**src/rtl/bin_dn_cnt_reload.sv**
```systemverilog
// bin_dn_cnt_reload: down counter with parallel load, one-shot/auto-reload terminal count and borrow-out
module bin_dn_cnt_reload #(
   parameter int WIDTH = 4
) (
   input  logic             clk_i,
   input  logic             rst_i,
   input  logic [WIDTH-1:0] data_i,
   input  logic             ld_i,
   input  logic             cnt_i,
   input  logic             mode_i,
   output logic [WIDTH-1:0] A_cnt_o,
   output logic             B_o,
   output logic             tc_o,
   output logic             busy_o
);
   typedef enum logic [1:0] {IDLE, RUN, DONE} state_t;
   state_t state_q, state_n;
   logic [WIDTH-1:0] cnt_q, cnt_n, reload_q, reload_n;
   logic tc_n;
   logic zero;
   assign zero = (cnt_q == '0);
   always_ff @(posedge clk_i) begin
      if (!rst_i) begin
         state_q  <= IDLE;
         cnt_q    <= '0;
         reload_q <= '0;
         tc_o     <= 1'b0;
      end else begin
         state_q  <= state_n;
         cnt_q    <= cnt_n;
         reload_q <= reload_n;
         tc_o     <= tc_n;
      end
   end
   // terminal edge in RUN: reload or park in DONE depending on mode_i at that edge
   always_comb begin
      state_n  = state_q;
      cnt_n    = cnt_q;
      reload_n = reload_q;
      tc_n     = 1'b0;
      if (ld_i) begin
         cnt_n    = data_i;
         reload_n = data_i;
         state_n  = RUN;
      end else if (cnt_i) begin
         if (state_q == IDLE) begin
            cnt_n = cnt_q - 1'b1;
         end else if (state_q == RUN) begin
            if (zero) begin
               tc_n    = 1'b1;
               cnt_n   = mode_i ? reload_q : cnt_q;
               state_n = mode_i ? RUN : DONE;
            end else begin
               cnt_n = cnt_q - 1'b1;
            end
         end
      end
   end
   assign A_cnt_o = cnt_q;
   assign B_o     = cnt_i & ~ld_i & zero & (state_q != DONE);
   assign busy_o  = (state_q == RUN);
endmodule

```
**config.mk**
```make
export PLATFORM = sky130hd
export DESIGN_NAME = bin_dn_cnt_reload
export DESIGN_NICKNAME = d
export VERILOG_FILES = /design/src/rtl/bin_dn_cnt_reload.sv
export SDC_FILE = /design/constraint.sdc
export NUM_CORES = 1
export LEC_CHECK = 0
export CELL_PAD_IN_SITES_DETAIL_PLACEMENT = 2
export CELL_PAD_IN_SITES_GLOBAL_PLACEMENT = 2
export CORE_MARGIN = 2
export CORE_UTILIZATION = 27
export DETAILED_ROUTE_END_ITERATION = 7
export PLACE_DENSITY = 0.77
export SETUP_SLACK_MARGIN = 0.05
export SLEW_MARGIN = 25
export SYNTH_ARGS = -nofsm -noshare
export SYNTH_HDL_FRONTEND = slang
export SYNTH_SLANG_ARGS = --single-unit
```
**constraint.sdc**
```tcl
create_clock -name clk_i -period 1.85 [get_ports clk_i]
set_input_delay 0.37 -clock clk_i [delete_from_list [all_inputs] [get_ports clk_i]]
set_output_delay 0.37 -clock clk_i [all_outputs]
set_load 0.005 [all_outputs]
```
**After elaboration in Yosys (flattened, before gate mapping)**

Cells that the tools add are included.

- Flip-flop bits (word level): 11
- Bits in latches: 0
- Memory bits (writable): 0
- Memory bits (read-only): 0
- Input port bits: 9
- Output and inout bits: 7
- Word-level logic and storage cells: 42
- Memories: 0

- $add $sub $neg: 1
- $mul: 0
- Divide/modulo/power cells: 0
- Order comparisons: 0
- Eq/ne operators: 4
- Shift operators: 0
- Muxes and demuxes: 13
- Bitwise logic cells: 8
- Reductions and logical operators: 11

Operators with widths:

| operator | number |
|---|---|
| 2-to-1 mux 4 bit | 6 |
| AND reduction 4 bit | 2 |
| 2-to-1 mux 1 bit | 6 |
| nonzero test 2 bit | 3 |
| inverter 1 bit | 5 |
| OR reduction 5 bit | 1 |
| logical NOT 4 bit | 1 |
| inequality test 2 bit (second input constant) | 2 |
| inequality test 4 x 3 -> 1 bit (second input constant) | 1 |
| subtractor 4 x 1 -> 4 bit (second input constant) | 1 |
| AND 1 bit | 3 |
| AND reduction 3 bit | 1 |
| nonzero test 3 bit | 1 |
| equality test 2 x 1 -> 1 bit (second input constant) | 1 |
| logical NOT 2 bit | 1 |
| 2-to-1 mux 2 bit | 1 |
| OR reduction 2 bit | 1 |

**Depth between registers and ports, before layout**

Gate-level depths: netlist of run 1.

- Word-level depth: 6
- Gate-level depth with buffers: 6
- Gate-level depth less buffers: 6

**Least setup slack after synthesis of run 1**

OpenSTA, ideal clock, no wires.

- Kind: reg2reg
- From: reg cnt_q[0], in the netlist A_cnt_o[0]
- To: reg cnt_q[3], in the netlist A_cnt_o[3]
- Setup time: 67 ps
- Arrival time: 1461 ps
- Data required time: 1783 ps
- Path slack: 321 ps
- Cell stages (with the launch flop): 7
- Buffers on the path: 0
- Period minus slack after synthesis: 1529 ps
- Cell sequence: dfxtp_1 > inv_1 > ha_1 > nor3b_4 > a22oi_2 > mux2_4 > o21ai_2

- Word-level cells in the longest chain between the ends: 6
- Elaborated cells between the ends (all ways): 9
- Classes of those cells: add/sub: 1; eq/ne: 1; mux: 5; reduce/logical: 2

RTL lines:

| item | line | text |
|---|---|---|
| start: declaration | 18 | `logic [WIDTH-1:0] cnt_q, cnt_n, reload_q, reload_n;` |
| start signal: assignment | 30 | `cnt_q <= cnt_n;` |
| subtractor 4 x 1 -> 4 bit or logical NOT 4 bit (tied branches) | 47, 54, 21 |  |
| 2-to-1 mux 4 bit | 49 | `if (zero) begin` |
| 2-to-1 mux 4 bit | 48 | `end else if (state_q == RUN) begin` |
| 2-to-1 mux 4 bit | 46 | `if (state_q == IDLE) begin` |
| 2-to-1 mux 4 bit | 45 | `end else if (cnt_i) begin` |
| 2-to-1 mux 4 bit | 41 | `if (ld_i) begin` |

Several ways; a longest one is shown, not always the timed one. The select of a mux whose other input is x is not followed.
A chain may end at the register's enable or synchronous reset.

**Final worst setup path of run 1**

- From: reg state_q[0]
- To: out busy_o

- Word-level cells in the longest chain between the ends: 1

RTL lines:

| item | line | text |
|---|---|---|
| start: declaration | 17 | `state_t state_q, state_n;` |
| start signal: assignment | 29 | `state_q <= state_n;` |
| equality test 2 x 1 -> 1 bit | 61 | `assign busy_o = (state_q == RUN);` |
| end: declaration | 14 | `output logic busy_o` |

No other way between the ends.

==> results of run 1 <==
flip-flops by register name, summed over array words and instances (netlist names):
name and cells:
state_q 2, reload_q 4, A_cnt_o 4, tc_o 1
report_power, final:
| part | switching (uW) | internal [uW] |
|---|---|---|
| Sequential | 13.3 | 255 |
| Clock | 83.1 | 83.5 |
| Combinational | 110 | 135 |
| Total | 206 | 474 |
critical path: stages, from the launching register on:
cell and delay, ns:
dfxtp_1 0.39, nor2b_2 0.18, clkdlybuf4s50_1 0.51
path summary, 6_finish.rpt:
path / slack, ns / to / cells after the start / start
worst max-delay path: 0.13 / busy_o / 2 / state_q[0]$_SDFFE_PN0P_
worst min-delay path: 0.47 / reload_q[1]$_SDFFE_PN0P_ / 2 / reload_q[1]$_SDFFE_PN0P_
worst max register to register: 0.18 / A_cnt_o[0]$_SDFFE_PN0P_ / 7 / A_cnt_o[0]$_SDFFE_PN0P_
worst min register to register: 0.47 / reload_q[1]$_SDFFE_PN0P_ / 2 / reload_q[1]$_SDFFE_PN0P_
timing repair:
item,in CTS,in global routing
setup endpoints to repair,1,2
setup buffers,1,0
pin swaps,0,1
hold buffers,0,0
resized for setup,10,1
cells by family after synthesis:
logic type / count (synthesis) / synth area share, %
AND/OR/NAND/NOR: 26 / 26.1
AO/OA/AOI/OAI: 19 / 21.4
flip-flops: 11 / 34.9
buffers and inverters: 7 / 5.35
multiplexers: 5 / 8.91
XOR/XNOR: 1 / 1.39
adder cells (fa/ha/maj): 1 / 1.98
through the flow:
stage	instances	util, %	setup TNS (ns)
floorplan	70	-	0
global placement	123	40.2	-0.482
detailed placement	123	40.2	-0.626
CTS	128	42.1	0
global route	128	42.2	0
finish	128	42.2	0
cells in the mapped netlist, types with 2 or more instances:
cell	number
o211ai_1	2
nand3_1	2
mux2i_1	3
inv_1	6
o21ai_0	3
a21oi_1	6
nor2_1	6
nand2_1	3
nor2b_1	2
nor3_1	3
dfxtp_1	11
cell usage in the layout (no fill, tap or decap), types with 2 or more instances in the layout:
master / synthesis / routed
buf_4: 0 / 12
nor2_1: 6 / 5
nor3_1: 3 / 3
a21oi_1: 6 / 6
nand3_1: 2 / 2
o211ai_1: 2 / 2
mux2i_1: 3 / 3
clkdlybuf4s50_1: 0 / 14
nand2_1: 3 / 3
clkbuf_4: 0 / 3
inv_1: 6 / 5
o21ai_0: 3 / 3
dfxtp_1: 11 / 10
area by class of cell:
type                       count  area [sq um]
timing repair buffer          27           235
sequential                    11           221
inverter                       6          22.5
clock buffer                   4          26.3
fill                         267          1280
tap                           28          35.0
multi-input combinational     52           393
metal layers:
| layer | part of all wire [%] | GRT usage, % |
|---|---|---|
| met1 | 48 | 23.9 |
| met2 | 49 | 28.3 |
| met3 | 1.8 | 1.71 |
| met4 | 1.5 | 10.3 |
| met5 | 0 | 0 |
==> flow_summary.ini, run 1 <==
[synthesis]
async_flop_share_pct = 0
syn_inst = 70
ys_ff_latch = 11
ys_types = 34
postSynthNetCount = 80
synth_area_leaders = dfxtp_1 35%, a21oi_1 4.8%, mux2i_1 4.8%
syn_avg_cell_area_sq_um = 9.03
synth_top_area_share_pct = 34.9
ys_seq_area_share_pct = 34.9
synth.cell_area_sq_um = 632
synthFlopType = dfxtp_1
ys_warn_count = 0
synth_edf_count = 0
synth_top_cell_by_area = dfxtp_1

[timing]
worst_slack_ns = 0.134
whs_ns = 0.465
slew-limit-headroom_pct = 73.4
layout_min_cycle_time_ns = 1.72
clock.fmax_ghz = 0.583
finalCritPeriodShare_pct = 92.8
finClkSkew_ns = 0.00196
tightest_slew_ns = 0.396
rsz0062_at_grt = false
hold_viol_final = 0
drv_slew = 0
finalSetupViolCount = 0

[setup_path]
arrival_ns = 1.35
startpoint_type = flop
crit_required_ns = 1.48
path_max_fanout = 5
end_kind = primary output
crit_type = reg2out

[floorplanning]
row_count = 17
dieWidth_um = 52.4
boundaryPins = 16
start_util_pct = 28.6
die-area_sq_mm = 0.00274
core_sq_mm = 0.00221
die_h_um = 52.4

[global_routing]
antenna_found_initial = 0
grt_max_degree = 11
globalRouteOverflowTotal = 0
first_global_vias = 700
grt_use_total_pct = 18.0
grt_pass1_wl_um = 3510

[clock_tree]
cts_buffer_depth = 2
cts-root-buf = clkbuf_4
cts_tree = done
cts_buffers = 3
insertion_delay_ns = 0.27
cts-htree-levels = 1
clock-sinks = 11
clk_pin_slew_worst_paths_ns = 0.07

[status]
status = completed

[routing]
dr.pass1.iters = 4
wire_per_inst_um = 15.8
ant_nets = 0
routed_via_density = 4.91
wl_um = 2020
drc_errors = 0
num_vias = 628
drtIter0Drc = 6

[min_path]
hp-class = reg2reg

[placement]
gp_congestion = 0.792
dpl.hpwl_um = 1560
placed_cell_area_sq_um = 888
pre_cts_ws_ns = -0.247
portBuffers = 15

[finish]
antenna-diode-count = 0
area_delta_synth_final_pct = 47.7
drive_above_1_share_pct = 31.0
stdcell_area_sq_um = 933
final_nets = 111

[power]
power.density_mw_per_mm2 = 729
p_leak_uw = 0.000390
vdd_drop_max_mv = 0.384
power_uw = 681

[job]
drv_cap = 0
Note: power is estimated with default switching activity, not from simulation.
==> run 2, diff against run 1 <==
--- a/config.mk
+++ b/config.mk
@@ -7,10 +7,11 @@
 export LEC_CHECK = 0
 export CELL_PAD_IN_SITES_DETAIL_PLACEMENT = 2
 export CELL_PAD_IN_SITES_GLOBAL_PLACEMENT = 2
+export CORE_ASPECT_RATIO = 0.9
 export CORE_MARGIN = 2
 export CORE_UTILIZATION = 27
 export DETAILED_ROUTE_END_ITERATION = 7
-export PLACE_DENSITY = 0.77
+export PLACE_DENSITY_LB_ADDON = 0.08
 export SETUP_SLACK_MARGIN = 0.05
 export SLEW_MARGIN = 25
 export SYNTH_ARGS = -nofsm -noshare
==> flow_summary.ini, run 2 (same netlist as run 1, synthesis figures left out) <==
[global_routing]
first_global_vias = 739
grt_pass1_wl_um = 3510
globalRouteOverflowTotal = 0
antenna_found_initial = 0
grt_max_degree = 11
grt_use_total_pct = 18.2

[timing]
finClkSkew_ns = 0.000858
rsz0062_at_grt = false
slew-limit-headroom_pct = 77.3
worst_slack_ns = 0.142
whs_ns = 0.478
finalCritPeriodShare_pct = 92.3
hold_viol_final = 0
finalSetupViolCount = 0
layout_min_cycle_time_ns = 1.71
drv_slew = 0
tightest_slew_ns = 0.339
clock.fmax_ghz = 0.585

[clock_tree]
cts_buffers = 3
cts-root-buf = clkbuf_4
clk_pin_slew_worst_paths_ns = 0.07
insertion_delay_ns = 0.26
cts-htree-levels = 1
clock-sinks = 11
cts_buffer_depth = 2
cts_tree = done

[placement]
placed_cell_area_sq_um = 917
pre_cts_ws_ns = -0.195
gp_congestion = 0.731
portBuffers = 15
dpl.hpwl_um = 1660

[power]
p_leak_uw = 0.000426
vdd_drop_max_mv = 0.341
power_uw = 710
power.density_mw_per_mm2 = 711

[floorplanning]
start_util_pct = 28.7
die_h_um = 49.9
boundaryPins = 16
core_sq_mm = 0.00220
dieWidth_um = 55.0
die-area_sq_mm = 0.00274
row_count = 16

[finish]
multi_input_area_sq_um = 404
antenna-diode-count = 0
n_fill_cell = 261
layout_common_cells = 19 x buf_4, 14 x clkdlybuf4s50_1, 8 x dfxtp_1
area_delta_synth_final_pct = 58.0
drive_above_1_share_pct = 38.3
mostFrequentLayoutCell = buf_4
final_nets = 118
regArea_sq_um = 224
stdcell_area_sq_um = 998

[setup_path]
end_kind = flop
path_max_fanout = 3
startpoint = A_cnt_o[0]$_SDFFE_PN0P_
r2r-start = A_cnt_o[0]$_SDFFE_PN0P_
startpoint_type = flop
crit_type = reg2reg
crit_required_ns = 2.01
arrival_ns = 1.87

[job]
drv_cap = 0

[status]
status = completed

[routing]
met2_length_um = 1140
routed_via_density = 4.93
met3_length_um = 82
highest_layer = met3
wl_um = 2170
drt-met1-wl_um = 950
num_vias = 661
dr.pass1.iters = 4
drtIter0Drc = 7
drc_errors = 0
wire_per_inst_um = 16.2
ant_nets = 0

[min_path]
worstHoldStart = reload_q[1]$_SDFFE_PN0P_
hp-class = reg2reg
-- run 2: cell types whose count changed in the layout (fill, tap and decap cells not counted), sizes merged --
cell  previous run  this run
buf             13        20
-- run 2: metal layers --
metal	vias up	global-route usage, %
met5	-	0
met4	0	1.22
met3	0	5.76
met2	14	33.5
met1	322	20.6
li1	325	-
-- run 2: worst max-delay path, cell delays in order, from the launching register on --
cell and delay (ns):
dfxtp_2 0.33, buf_4 0.13, buf_4 0.13, nor3_1 0.32
mux2_2 0.39, a211oi_2 0.22, o21ai_2 0.08
-- run 2: worst paths after layout --
| check | endpoint | slack, ns | depth (start not counted) |
|---|---|---|---|
| worst max-delay path | A_cnt_o[3]$_SDFFE_PN0P_ | 0.14 | 6 |
| worst min-delay path | reload_q[1]$_SDFFE_PN0P_ | 0.48 | 2 |
| worst max register to register | A_cnt_o[3]$_SDFFE_PN0P_ | 0.14 | 6 |
| worst min register to register | reload_q[1]$_SDFFE_PN0P_ | 0.48 | 2 |
-- run 2: area by class of cell --
type	instances	share of cell area, %
tap	27	3.38
multi-input combinational	52	40.5
clock buffer	4	2.63
timing repair buffer	34	28.8
inverter	6	2.26
sequential	11	22.4
-- run 2: timing repair --
action                                  in CTS  in global routing
resized for setup                            7                  9
endpoints found under the setup margin       1                  6
gates cloned                                 0                  0
setup buffers                                1                  4
pin swaps                                    1                  3
hold buffers                                 0                  0
-- run 2: stage by stage --
step,std cells,util [%],setup TNS [ns]
after floorplan,70,-,0
after global placement,126,41.6,-0.303
after detailed placement,126,41.6,-0.461
after CTS,131,43.4,0
after global routing,134,45.3,0
final,134,45.3,0
-- run 2: power breakdown --
group	internal, uW	total [uW]	switching [uW]
clock network	83.4	165	81.2
logic	156	275	119
registers	256	271	14.3
